<file path="src/rtl/alu_if.sv">
// Operand/result bundle between the tarhi CPU core and its ALU.
// The CPU side is the master; the ALU is the slave.
interface alu_if #(
  parameter int WIDTH = 32
);
  logic [2:0]       op;
  logic [WIDTH-1:0] inp1;
  logic [WIDTH-1:0] inp2;
  logic [WIDTH-1:0] outp;
  logic             zero;
  logic             neg;
  logic             carry;
  logic             ovf;

  modport master (
    output op, inp1, inp2,
    input  outp, zero, neg, carry, ovf
  );

  modport slave (
    input  op, inp1, inp2,
    output outp, zero, neg, carry, ovf
  );
endinterface

</file>
<file path="src/rtl/alu.sv">
// Eight-operation ALU for the tarhi core. The result and the flags leave through
// a single register stage, so latency is one cycle and a new operation can be accepted every cycle.
module alu #(
  parameter int WIDTH = 32
) (
  input  logic  clk,
  input  logic  reset,
  alu_if.slave  bus
);

  localparam int SH_W = $clog2(WIDTH);

  localparam logic [2:0] OP_ADD = 3'b000;
  localparam logic [2:0] OP_SUB = 3'b001;
  localparam logic [2:0] OP_AND = 3'b010;
  localparam logic [2:0] OP_OR  = 3'b011;
  localparam logic [2:0] OP_XOR = 3'b100;
  localparam logic [2:0] OP_SHL = 3'b101;
  localparam logic [2:0] OP_SHR = 3'b110;
  localparam logic [2:0] OP_SLT = 3'b111;

  function automatic logic add_ovf(input logic sa, input logic sb, input logic sr);
    return (sa == sb) && (sr != sa);
  endfunction

  function automatic logic sub_ovf(input logic sa, input logic sb, input logic sr);
    return (sa != sb) && (sr != sa);
  endfunction

  // ---- stage p0: combinational evaluation of every operation ----
  logic signed [WIDTH-1:0] a_p0;
  logic signed [WIDTH-1:0] b_p0;
  logic        [SH_W-1:0]  sh_p0;
  logic        [WIDTH:0]   sum_p0;
  logic        [WIDTH:0]   diff_p0;
  logic        [WIDTH:0]   shl_p0;
  logic        [WIDTH:0]   shr_p0;
  logic                    sub_v_p0;
  logic                    lt_p0;
  logic        [WIDTH-1:0] res_p0;
  logic                    carry_p0;
  logic                    ovf_p0;

  assign a_p0  = bus.inp1;
  assign b_p0  = bus.inp2;
  assign sh_p0 = bus.inp2[SH_W-1:0];

  // The extra bit of each 33-bit form carries add-carry, borrow or the last bit shifted out.
  assign sum_p0  = {1'b0, a_p0} + {1'b0, b_p0};
  assign diff_p0 = {1'b0, a_p0} - {1'b0, b_p0};
  assign shl_p0  = {1'b0, a_p0} << sh_p0;
  assign shr_p0  = {a_p0, 1'b0} >> sh_p0;

  assign sub_v_p0 = sub_ovf(a_p0[WIDTH-1], b_p0[WIDTH-1], diff_p0[WIDTH-1]);
  assign lt_p0    = diff_p0[WIDTH-1] ^ sub_v_p0;

  always_comb begin
    res_p0   = '0;
    carry_p0 = 1'b0;
    ovf_p0   = 1'b0;
    case (bus.op)
      OP_ADD: begin
        res_p0   = sum_p0[WIDTH-1:0];
        carry_p0 = sum_p0[WIDTH];
        ovf_p0   = add_ovf(a_p0[WIDTH-1], b_p0[WIDTH-1], sum_p0[WIDTH-1]);
      end
      OP_SUB: begin
        res_p0   = diff_p0[WIDTH-1:0];
        carry_p0 = diff_p0[WIDTH];
        ovf_p0   = sub_v_p0;
      end
      OP_AND: res_p0 = a_p0 & b_p0;
      OP_OR:  res_p0 = a_p0 | b_p0;
      OP_XOR: res_p0 = a_p0 ^ b_p0;
      OP_SHL: begin
        res_p0   = shl_p0[WIDTH-1:0];
        carry_p0 = shl_p0[WIDTH];
      end
      OP_SHR: begin
        res_p0   = shr_p0[WIDTH:1];
        carry_p0 = shr_p0[0];
      end
      OP_SLT: res_p0 = {{(WIDTH-1){1'b0}}, lt_p0};
      default: res_p0 = '0;
    endcase
  end

  // ---- stage p1: output register ----
  logic [WIDTH-1:0] result_p1;
  logic             zero_p1;
  logic             neg_p1;
  logic             carry_p1;
  logic             ovf_p1;

  always_ff @(posedge clk) begin
    if (reset) begin
      result_p1 <= '0;
      zero_p1   <= 1'b1;
      neg_p1    <= 1'b0;
      carry_p1  <= 1'b0;
      ovf_p1    <= 1'b0;
    end else begin
      result_p1 <= res_p0;
      zero_p1   <= (res_p0 == '0);
      neg_p1    <= res_p0[WIDTH-1];
      carry_p1  <= carry_p0;
      ovf_p1    <= ovf_p0;
    end
  end

  assign bus.outp  = result_p1;
  assign bus.zero  = zero_p1;
  assign bus.neg   = neg_p1;
  assign bus.carry = carry_p1;
  assign bus.ovf   = ovf_p1;

endmodule

</file>
<file path="src/flat_wrapper.sv">
// flat-port wrapper written by rule: the top's interface ports become plain ports
module alu_flat 
#(
  parameter int WIDTH = 32
)
  (clk, reset, bus_op, bus_inp1, bus_inp2, bus_outp, bus_zero, bus_neg, bus_carry, bus_ovf);
  alu_if #(.WIDTH(WIDTH)) bus_i ();
  input  logic clk;
  input  logic reset;
  input wire logic [$bits(bus_i.op)-1:0] bus_op;
  input wire logic [$bits(bus_i.inp1)-1:0] bus_inp1;
  input wire logic [$bits(bus_i.inp2)-1:0] bus_inp2;
  output wire logic [$bits(bus_i.outp)-1:0] bus_outp;
  output wire logic [$bits(bus_i.zero)-1:0] bus_zero;
  output wire logic [$bits(bus_i.neg)-1:0] bus_neg;
  output wire logic [$bits(bus_i.carry)-1:0] bus_carry;
  output wire logic [$bits(bus_i.ovf)-1:0] bus_ovf;
  assign bus_i.op = bus_op;
  assign bus_i.inp1 = bus_inp1;
  assign bus_i.inp2 = bus_inp2;
  assign bus_outp = bus_i.outp;
  assign bus_zero = bus_i.zero;
  assign bus_neg = bus_i.neg;
  assign bus_carry = bus_i.carry;
  assign bus_ovf = bus_i.ovf;
  alu #(.WIDTH(WIDTH)) u_core (.clk(clk), .reset(reset), .bus(bus_i));
endmodule
</file>
<file path="config.mk">
export PLATFORM = sky130hd
export DESIGN_NAME = alu_flat
export DESIGN_NICKNAME = d
export VERILOG_FILES = /design/src/rtl/alu_if.sv /design/src/rtl/alu.sv /design/src/flat_wrapper.sv
export SDC_FILE = /design/constraint.sdc
export NUM_CORES = 1
export LEC_CHECK = 0
export ABC_AREA = 1
export BUFFER_PORTS_ARGS = -buffer_cell sky130_fd_sc_hd__buf_2
export CAP_MARGIN = 25
export CORE_MARGIN = 4
export CORE_UTILIZATION = 35
export DETAILED_ROUTE_END_ITERATION = 6
export PLACE_DENSITY = 0.56
export SLEW_MARGIN = 20
export SYNTH_ARGS = -nofsm -noshare
export SYNTH_HDL_FRONTEND = slang
export SYNTH_SLANG_ARGS = --single-unit
export TNS_END_PERCENT = 5
</file>
<file path="constraint.sdc">
create_clock -name clk -period 8 [get_ports clk]
set_clock_uncertainty 0.15 [all_clocks]
set_input_delay 1.6 -clock clk [delete_from_list [all_inputs] [get_ports clk]]
set_output_delay 1.6 -clock clk [all_outputs]
set_load 0.05 [all_outputs]
</file>
# == Word level (Yosys, flattened, before mapping) ==
# Index checks and enable logic that the tools add are counted.
# classes
n_bitwise,4
shift,2
eq_ne,11
add_sub_neg,2
muxes,3
reduce_logical,4
# ops
op,count
32-bit case mux with 8 select lines,1
32-bit by 32-bit adder with 33-bit output,1
32-bit by 5-bit left shift with 33-bit output,1
33-bit by 5-bit right shift with 33-bit output,1
32-bit by 32-bit subtractor with 33-bit output,1
32-bit bitwise AND,1
32-bit zero test,1
32-bit OR,1
32-bit bitwise XOR,1
"3-bit equality test, second input constant",4
"3-bit by 2-bit equality test with 1-bit output, second input constant",2
1-bit case mux with 4 select lines,1
"3-bit by 1-bit equality test with 1-bit output, second input constant",1
3-bit zero test,1
1-bit inequality test,3
1-bit logical AND,2
1-bit case mux with 2 select lines,1
1-bit equality test,1
1-bit bitwise XOR,1
# word_totals
output_inout_bits,36
reg_bits,36
wordCells,31
inputBits,69

# == Logic depth before layout (Yosys ltp) ==
# Gate-level depths: netlist of run 1.
# logic_depth
word_depth,6
ltp_mapped,29
mapped_depth_nobuf,26

# == Least setup slack after synthesis of run 1 ==
# No wires, ideal clock.
# synth_timing
path_kind,input to register
start,input port bus_inp2[3]
end,"register u_core.zero_p1, in the netlist u_core.bus.zero"
arrival_time_ns,4.849
path_stages,25
required_time_ns,7.789
path_slack_ns,2.940
n_path_buf,3
setup_time_ns,0.061
path_cell_list,clkinv_1 > buf_2 > buf_1 > ha_1 > buf_4 > nor2_1 > nand3_1 > nand3_2 > nand2_1 > nand3_1 > nand2_1 > nand2_1 > a21oi_1 > o21bai_1 > fa_1 > a22o_1 > nor3_1 > nand2_1 > nor2_1 > nand3_1 > nor2_1 > nand2_1 > nor2_1 > nand3_1 > nand2_1
# synth_between
elab_chain_cells,6
word_cells_on_any_way,12
classes_between,add/sub (2); eq/ne (1); shift (2); mux (1); bitwise (4); reduce/logical (2)
# synth_rtl
item,line,rtl
start: declaration,flat_wrapper.sv:12,input wire logic [$bits(bus_i.inp2)-1:0] bus_inp2;
32-bit by 32-bit subtractor with 33-bit output,alu.sv:50,"assign diff_p0 = {1'b0, a_p0} - {1'b0, b_p0};"
1-bit inequality test,alu.sv:27,return (sa != sb) && (sr != sa);
1-bit logical AND,alu.sv:27,
1-bit bitwise XOR,alu.sv:55,assign lt_p0 = diff_p0[WIDTH-1] ^ sub_v_p0;
32-bit case mux with 8 select lines *,alu.sv:61,case (bus.op)
32-bit zero test *,alu.sv:104,zero_p1 <= (res_p0 == '0);
end signal: assignment,alu.sv:104,
end: declaration,alu.sv:90,logic zero_p1;
# Mark *: on every way between the ends. The rest lies on a longest branch, timed or not.
# A chain may end at the register's enable or synchronous reset.

# == Worst setup path after layout of run 1 ==
# Ends and elaborated chain as after synthesis.

==> metrics.md, run 1 <==
| Metric | Value |
|---|---|
| Yosys warning total | `0` |
| Worst slew margin relative to its limit | `44.5%` |
| MaxCap Viol Count | `0` |
| Post-CTS Repair Setup Buffers | `0` |
| Classification of the worst-slack hold path | `in -> reg` |
| Number of nets still failing antenna checks after routing | `0` |
| Drt first pass iters | `6` |
| Hold Vio Cnt, Final | `0` |
| Arrival time of data at the critical path endpoint | `5.53 ns` |
| Via count | `14300` |
| Hold endpoint | `u_core.bus.outp[3]$_SDFF_PP0_` |
| Period utilization | `68.2%` |
| Relative contribution of combinational cells to total power | `66.5%` |
| Hold Crit Start | `reset` |
| Total net switching power | `715 uW` |
| Main synth FF type | `dfxtp_1` |
| Core ar. | `30800 um2` |
| Setup slack after placement | `2.34 ns` |
| Outcome | `finished clean` |
| Global-route wire length before repair | `80300 um` |
| Max Fanout on Critical Path | `57` |
| CTS H-Tree Depth | `2` |
| TritonCTS Sinks | `35` |
| Hold_buf cts | `0` |
| Mean post-synth cell area | `5.13 um2` |
| Static leakage power | `0.00678 uW` |
| Share of total power in sequential cells | `15.1%` |
| Synth top area cells | `nand2_1 21%, nand3_1 21%, inv_1 11%` |
| Syn_nets | `2320` |
| Drt total wl | `55000 um` |
| Count of buffers inserted at the top-level ports | `104` |
| Final-report max-slew violation count | `0` |
| Clock tree root buffer cell | `clkbuf_16` |
| Std-Cell Rows | `64` |
| Buffer levels on the longest clock path | `2` |
| Post-CTS clock slew at the launch and capture registers of the worst setup and hold paths | `0.06 ns` |
| Setup violators final | `0` |
| GP Congestion | `1.02` |
| Crit path capture type | `flip-flop` |
| Sequential-to-total area share from yosys stat | `6.35%` |
| Nature of the critical path startpoint | `primary input` |
| Clock group share of total power | `18.4%` |
| Post-synth ARST share | `0%` |
| Critical path required time | `8.07 ns` |
| Area fraction of the dominant cell type after synthesis | `20.7%` |
| Summed instance area of the synthesized netlist | `11000 um2` |
| Total negative slack for setup checks | `0 ns` |
| Starting density of the core | `35.8%` |
| TritonCTS buffer count | `5` |
| Clock tree from TritonCTS | `yes` |
| Switching Fraction | `55.6%` |
| Number of DRC markers after the initial detailed-route iteration | `1729` |
| Number of instances in the synthesized netlist | `2151` |
| Unrepaired setup endpoints after global routing | `false` |
| Worst ir drop on vdd | `63.3 uV` |
| Layout overhead on the synthesized area | `6.45%` |
| Leading cell type in the layout, fill and taps excluded | `nand2_1` |
| P per Cell Area | `109 nW/um2` |
| Commonest cells after routing, fill and taps aside | `607 x nand2_1, 455 x nand3_1, 326 x inv_1` |
| Number of resized instances in the post-cts repair step | `0` |
| Number of distinct library cell variants in the gate-level netlist after synthesis | `44` |
| Post-route DRC | `0` |
| HPWL Detailed | `45000 um` |
| # fillers | `3598` |
| Crit Path Class | `in -> reg` |
| Via count of the first global-routing pass | `13200` |
| Total gr overflow | `0` |
| Pin count of the biggest net entering global routing | `71` |
| Number of cells on the worst hold path | `2` |
| Average routed wire per standard cell | `21.4 um` |
| Final layout net count | `2343` |
| Sequential cell area | `701 um2` |
| Highest clock rate | `183 MHz` |
| Worst hold margin | `1.53 ns` |
| Combined area of the multi-input logic cells | `8510 um2` |
| Worst Setup Slack, final | `2.54 ns` |
| Flip-flop and latch count after synthesis | `35` |
| Num ports | `105` |
| Die Footprint | `34400 um2` |
| Pin slew with the least headroom to its limit | `0.831 ns` |
| Antenna violations before repair | `1` |
| GRT Util Overall | `30.8%` |
| Count of flip-flops with a built-in enable after synthesis | `0` |
| Antenna cells | `0` |
| Via-per-instance ratio | `5.55` |
| Proportion of layout cells with a drive suffix above 1 | `8.60%` |
| Internal power of the cells | `571 uW` |
| Die Span Y | `186 um` |
| Dominant cell type by area after synthesis | `nand2_1` |
| X dimension of the die | `186 um` |
| Post-layout min period | `5.46 ns` |
-- worst max-delay path: stages --
cell and delay, ns:
buf_2 0.07, buf_4 0.49, inv_2 0.11, ha_1 0.47
nor2_1 0.26, nand3_1 0.13, nand3_2 0.12, nand2_1 0.07
nand3_1 0.17, nand2_1 0.13, nand2_1 0.11, a21oi_1 0.07
o21bai_1 0.16, fa_1 0.47, a22o_1 0.25, nor3_1 0.14
nand2_1 0.07, nor2_1 0.11, nand3_1 0.11, nor2_1 0.12
nand2_1 0.06, nor2_1 0.08, nand3_1 0.08, nand2_1 0.07
-- final cells by class --
type / count / area share, %
Inverter: 336 / 10.8
Clock inverter: 2 / 0.298
Timing Repair Buffer: 116 / 5.20
Multi-Input combinational cell: 1680 / 72.4
Sequential cell: 35 / 5.96
Clock buffer: 6 / 1.18
Tap cell: 396 / 4.22
-- state kept, by name, indices dropped and copies added (netlist names) --
name / count
u_core.bus.outp: 31
u_core.bus.ovf: 1
u_core.bus.zero: 1
u_core.bus.carry: 1
u_core.bus.neg: 1
-- per-stage QoR --
step	cell area [um2]	total power, uW	utilization, %	std cells
floorplan	11000	768	-	2151
global placement	11600	1030	37.5	2562
detailed placement	11600	1030	37.6	2563
CTS	11800	1270	38.1	2571
global route	11800	1370	38.1	2571
finish	11800	1290	38.1	2571
-- power by group through the flow --
stage	logic, uW	clock network, uW	registers, uW
6_report	855	236	195
3_3_place_gp	829	0	199
4_1_cts	833	241	195
5_1_grt	926	250	197
3_5_place_dp	829	0	199
2_1_floorplan	511	0	257
-- how the worst max path moves through the flow --
stage | startpoint | cells past startpoint | endpoint
floorplan | bus_inp2[3] | 25 | u_core.bus.zero$_SDFF_PP1_
global placement | bus_inp2[3] | 24 | u_core.bus.zero$_SDFF_PP1_
detailed placement | bus_inp2[3] | 24 | u_core.bus.zero$_SDFF_PP1_
CTS | bus_inp2[3] | 24 | u_core.bus.zero$_SDFF_PP1_
global route | bus_inp2[3] | 24 | u_core.bus.zero$_SDFF_PP1_
finish | bus_inp2[3] | 24 | u_core.bus.zero$_SDFF_PP1_
-- kinds of logic (layout without fill, tap and decap cells) --
group | Yosys count | in the layout | synth area share, %
adder cells (fa/ha/maj) | 100 | 100 | 11.5
XOR/XNOR | 5 | 5 | 0.397
flip-flops | 35 | 35 | 6.35
buffers and inverters | 436 | 460 | 16.7
AO/OA/AOI/OAI | 173 | 173 | 8.88
AND/OR/NAND/NOR | 1402 | 1402 | 56.2
-- routing by layer --
metal  vias up  part of all wire (%)  GRT usage [%]
met5         -                 0.025              0
met1      6596                    42           42.1
li1       6904                     -              -
met2       676                    45           49.6
met3       103                   9.3           5.34
met4         2                   3.7           9.85
-- cells in the mapped netlist (6+ instances only) --
| cell | count |
|---|---|
| nand2_1 | 608 |
| inv_1 | 326 |
| o21bai_1 | 9 |
| o21ai_1 | 6 |
| nand3_2 | 14 |
| nor2_1 | 220 |
| nand2_4 | 8 |
| buf_2 | 54 |
| o21ai_0 | 41 |
| nor3_1 | 22 |
| ha_1 | 97 |
| o22ai_1 | 20 |
| dfxtp_1 | 35 |
| nand4_1 | 27 |
| nand3_1 | 455 |
| o211ai_1 | 11 |
| inv_2 | 7 |
| a21oi_1 | 75 |
| nand2_2 | 20 |
| and2_1 | 13 |
| clkbuf_1 | 17 |
| buf_4 | 18 |
Power figures use the tool's default switching activity.
==> run 2, diff against run 1 <==
Clock period 8 ns to 5.06 ns, I/O delays scaled along.
==> run 2 against run 1 <==
Compared with the run above: wire length increased by 8.7%; worst hold slack got worse by 0.58 ns; die area unchanged; utilization increased by 1.2 points; highest routed layer is now met4.
==> metrics.md, run 2 (synthesis results as in run 1) <==
| Metric | Value |
|---|---|
| Outcome | `finished clean` |
| Via count of the first global-routing pass | `13700` |
| # fillers | `3620` |
| Post-layout min period | `4.36 ns` |
| Drt total wl | `59800 um` |
| Number of resized instances in the post-cts repair step | `0` |
| X dimension of the die | `186 um` |
| Post-CTS Repair Setup Buffers | `0` |
| Clock group share of total power | `15.8%` |
| Post-CTS clock slew at the launch and capture registers of the worst setup and hold paths | `0.06 ns` |
| Commonest cells after routing, fill and taps aside | `608 x nand2_1, 455 x nand3_1, 326 x inv_1` |
| CTS H-Tree Depth | `2` |
| Post-route DRC | `0` |
| Final layout net count | `2396` |
| Std-Cell Rows | `64` |
| Antenna violations before repair | `0` |
| Static leakage power | `0.00702 uW` |
| Total negative slack for setup checks | `0 ns` |
| TritonCTS Sinks | `35` |
| Hold Vio Cnt, Final | `0` |
| HPWL Detailed | `50500 um` |
| Starting density of the core | `35.8%` |
| Via count | `14700` |
| Worst ir drop on vdd | `112 uV` |
| Cell with the biggest individual delay on the critical path | `fa_1` |
| Final-report max-slew violation count | `0` |
| Max Fanout on Critical Path | `7` |
| Sequential cell area | `701 um2` |
| Worst slew margin relative to its limit | `44.3%` |
| Flip-flop count of the largest register after layout | `31` |
| Leading cell type in the layout, fill and taps excluded | `nand2_1` |
| Count of buffers inserted at the top-level ports | `104` |
| GP Congestion | `1.07` |
| Switching Fraction | `57.1%` |
| GRT Util Overall | `33.8%` |
| Number of nets still failing antenna checks after routing | `0` |
| Global-route wire length before repair | `86300 um` |
| Highest clock rate | `229 MHz` |
| Total chip power | `2060 uW` |
| Classification of the worst-slack hold path | `in -> reg` |
| Hold_buf cts | `0` |
| Die Span Y | `186 um` |
| Clock tree from TritonCTS | `yes` |
| TritonCTS buffer count | `5` |
| Crit Path Class | `in -> reg` |
| Total net switching power | `1180 uW` |
| Share of total power in sequential cells | `14.9%` |
| Buffer levels on the longest clock path | `2` |
| Relative contribution of combinational cells to total power | `69.3%` |
| Core ar. | `30800 um2` |
| Pin slew with the least headroom to its limit | `0.835 ns` |
| Unrepaired setup endpoints after global routing | `false` |
| Critical path required time | `5.15 ns` |
| Average routed wire per standard cell | `22.8 um` |
| Antenna cells | `0` |
| Num ports | `105` |
| Most frequent cell on the critical path | `nand2_1` |
| Drt first pass iters | `6` |
| Internal power of the cells | `885 uW` |
| Via-per-instance ratio | `5.59` |
| MaxCap Viol Count | `0` |
| Proportion of layout cells with a drive suffix above 1 | `10.7%` |
| Delay of the slowest cell on the worst path | `0.48 ns` |
| Crit path capture type | `flip-flop` |
| Pin count of the biggest net entering global routing | `71` |
| Layout overhead on the synthesized area | `9.76%` |
| Fin area | `12100 um2` |
| Arrival time of data at the critical path endpoint | `4.45 ns` |
| Clock tree root buffer cell | `clkbuf_16` |
| Number of DRC markers after the initial detailed-route iteration | `1722` |
| Nature of the critical path startpoint | `primary input` |
| Combined area of the multi-input logic cells | `8500 um2` |
| Period utilization | `86.2%` |
| Dpl cell area | `12000 um2` |
| Setup violators final | `0` |
| Die Footprint | `34400 um2` |
| P per Cell Area | `170 nW/um2` |
| Total gr overflow | `0` |
==> run 2: cell types whose count changed in the layout (fill, tap and decap cells not counted) <==
cell and change:
bufinv_16 -1, nand2_1 +1, buf_4 +53, nand2_2 -1
==> run 2: worst max-delay path: cells and delay by family <==
| family | cells | cell delay [ns] |
|---|---|---|
| buffers and inverters | 4 | 0.44 |
| AO/OA/AOI/OAI | 3 | 0.48 |
| AND/OR/NAND/NOR | 16 | 1.62 |
| adder cells (fa/ha/maj) | 2 | 0.91 |
==> run 2: path summary, 6_finish.rpt <==
check	startpoint	end	slack, ns	cells after the start
min	reset	u_core.bus.outp[3]$_SDFF_PP0_	0.95	2
max	bus_inp1[4]	u_core.bus.zero$_SDFF_PP1_	0.70	25
==> run 2: through the flow <==
stage                     worst slack [ns]  cells  util [%]  hold WS [ns]
after CTS                            0.766   2623      39.3         0.943
after floorplan                      0.588   2151         -         0.931
after detailed placement             0.477   2616      38.8          1.25
final                                0.696   2623      39.3         0.949
after global routing                 0.209   2623      39.3         0.967
after global placement               0.494   2616      38.8          1.25
==> run 2: cell type report <==
type	count	area share (%)
Multi-Input combinational cell	1680	70.2
Inverter	336	10.4
Timing Repair Buffer	169	8.32
Sequential cell	35	5.78
Tap cell	396	4.09
Clock buffer	6	1.15
Clock inverter	1	0.0413
==> run 2: power groups by stage <==
stage,sequential (uW),combinational (uW),clock (uW)
finish,308,1430,325
global route,310,1550,343
CTS,308,1390,328
detailed placement,314,1390,0
global placement,314,1390,0
floorplan,407,807,0
==> run 2: per-layer routing <==
metal	track usage (%)	share of wire, %
met1	48.0	45
met2	52.6	43
met3	4.22	7.8
met4	11.7	4.2
met5	0	0
==> run 3, diff against run 2 <==
Settings changed: CORE_UTILIZATION 35 to 40, PLACE_DENSITY 0.56 to 0.62, SKIP_CTS_REPAIR_TIMING set to 1.
==> run 3 against run 2 <==
Compared with the run above: non-clock buffer count shrank 22; wire length shrank 11%; sequential power is essentially flat; first-iteration DRC count grew 47%; power shrank 4.2%; combinational power shrank 4%; sequential cell count is the same; cell count shrank 2.9%; fmax shrank 3.6%; die area shrank 12%; clock-buffer cell count is the same; worst setup slack lost 0.17 ns; critical path type unchanged; critical endpoint unchanged; largest power group unchanged.
==> metrics.md, run 3 (synthesis results as in run 1) <==
| Metric | Value |
|---|---|
| Antenna violations before repair | `0` |
| Dpl cell area | `11700 um2` |
| TritonCTS buffer count | `5` |
| Cell family contributing the most delay on the critical path | `simple AND/OR/NAND/NOR gates` |
| Leading cell type in the layout, fill and taps excluded | `nand2_1` |
| Proportion of layout cells with a drive suffix above 1 | `9.80%` |
| Clock tree root buffer cell | `clkbuf_16` |
| Static leakage power | `0.00691 uW` |
| Antenna cells | `0` |
| Total negative slack for setup checks | `0 ns` |
| Clock group share of total power | `15.2%` |
| Std-Cell Rows | `60` |
| Starting density of the core | `40.9%` |
| Unrepaired setup endpoints after global routing | `false` |
| Nature of the critical path startpoint | `primary input` |
| Average routed wire per standard cell | `21.0 um` |
| Arrival time of data at the critical path endpoint | `4.59 ns` |
| End-of-flow core utilization | `44.0%` |
| Number of nets still failing antenna checks after routing | `0` |
| GP Congestion | `1.17` |
| Worst ir drop on vdd | `130 uV` |
| Commonest cells after routing, fill and taps aside | `608 x nand2_1, 455 x nand3_1, 326 x inv_1` |
| Sequential cell area | `701 um2` |
| Combined area of the multi-input logic cells | `8500 um2` |
| HPWL Detailed | `44300 um` |
| Buffers & Inverters on Critical Path | `3` |
| Layout overhead on the synthesized area | `7.64%` |
| Delay of the slowest cell on the worst path | `0.49 ns` |
| Cell with the biggest individual delay on the critical path | `fa_1` |
| Switching Fraction | `56.2%` |
| Post-layout min period | `4.53 ns` |
| Total gr overflow | `0` |
| Drt first pass iters | `6` |
| Pin slew with the least headroom to its limit | `1.03 ns` |
| Final layout net count | `2374` |
| TritonCTS Sinks | `35` |
| Total net switching power | `1110 uW` |
| Number of DRC markers after the initial detailed-route iteration | `2535` |
| Fin area | `11900 um2` |
| Hold Vio Cnt, Final | `0` |
| Worst Setup Slack, final | `0.531 ns` |
| Via count | `14800` |
| Count of buffers inserted at the top-level ports | `104` |
| Share of total power in sequential cells | `15.6%` |
| Die Span Y | `174 um` |
| Via count of the first global-routing pass | `13800` |
| Flip-flop count of the largest register after layout | `31` |
| Clock tree from TritonCTS | `yes` |
| Relative contribution of combinational cells to total power | `69.3%` |
| X dimension of the die | `174 um` |
| Ordered cell list for the critical path | `buf_2 > inv_1 > ha_1 > inv_1 > a21oi_1 > nand2_1 > nand2_1 > nand2_1 > a21oi_1 > nand2_1 > a21oi_1 > o21bai_1 > fa_1 > a22o_1 > nor3_1 > nand2_1 > nor2_1 > nand3_1 > nor2_1 > nand2_1 > nor2_1 > nand3_1 > nand2_1` |
| # fillers | `3084` |
| Setup slack after placement | `0.371 ns` |
| Die Footprint | `30300 um2` |
| GRT Util Overall | `33.7%` |
| MaxCap Viol Count | `0` |
| Setup violators final | `0` |
| Final-report max-slew violation count | `0` |
| Post-route DRC | `0` |
| Worst slew margin relative to its limit | `31.2%` |
| Outcome | `finished clean` |
| Crit path capture type | `flip-flop` |
| Most frequent cell on the critical path | `nand2_1` |
| P per Cell Area | `166 nW/um2` |
| Internal power of the cells | `867 uW` |
| Core ar. | `27000 um2` |
| Critical path required time | `5.12 ns` |
| Via-per-instance ratio | `5.81` |
| Drt total wl | `53500 um` |
| Num ports | `105` |
| Post-CTS clock slew at the launch and capture registers of the worst setup and hold paths | `0.05 ns` |
| Period utilization | `89.5%` |
| Highest clock rate | `221 MHz` |
| Global-route wire length before repair | `80000 um` |
| CTS H-Tree Depth | `2` |
| Pin count of the biggest net entering global routing | `71` |
| Buffer levels on the longest clock path | `2` |
| Crit Path Class | `in -> reg` |
| Max Fanout on Critical Path | `8` |
| Classification of the worst-slack hold path | `in -> reg` |
## run 3: cell count changes in the layout (fill, tap and decap cells not counted), sizes merged
cell  before  now
buf      169  147
## run 3: metal layers
layer	global-route usage [%]	share of wire (%)	vias to the layer above
met5	0	0	-
met4	13.5	4.9	0
met3	5.42	12	164
met2	53.5	44	972
met1	45.8	40	6679
li1	-	-	6969
## run 3: layout make-up
class / count / share of cell area (%)
Clock inverter: 1 / 0.0421
Inverter: 336 / 10.7
Sequential cell: 35 / 5.90
Timing Repair Buffer: 147 / 7.10
Clock buffer: 6 / 1.17
Tap cell: 341 / 3.59
Multi-Input combinational cell: 1680 / 71.6
## run 3: path summary, 6_finish.rpt
path / start / endpoint / slack [ns] / cells past startpoint
hold / removal: reset / u_core.bus.outp[8]$_SDFF_PP0_ / 0.95 / 2
setup / recovery: bus_inp1[24] / u_core.bus.zero$_SDFF_PP1_ / 0.53 / 23
## run 3: stage by stage
step	hold WS [ns]	std cells	total power [uW]
finish	0.954	2546	1980
global route	0.965	2546	2110
CTS	0.948	2546	1940
detailed placement	1.24	2539	1630
global placement	1.23	2539	1630
floorplan	0.931	2151	1210
## run 3: power groups by stage
stage | clock (uW) | combinational [uW] | sequential (uW)
finish | 300 | 1370 | 308
global route | 324 | 1480 | 310
CTS | 307 | 1320 | 308
detailed placement | 0 | 1320 | 314
global placement | 0 | 1310 | 314
floorplan | 0 | 807 | 407
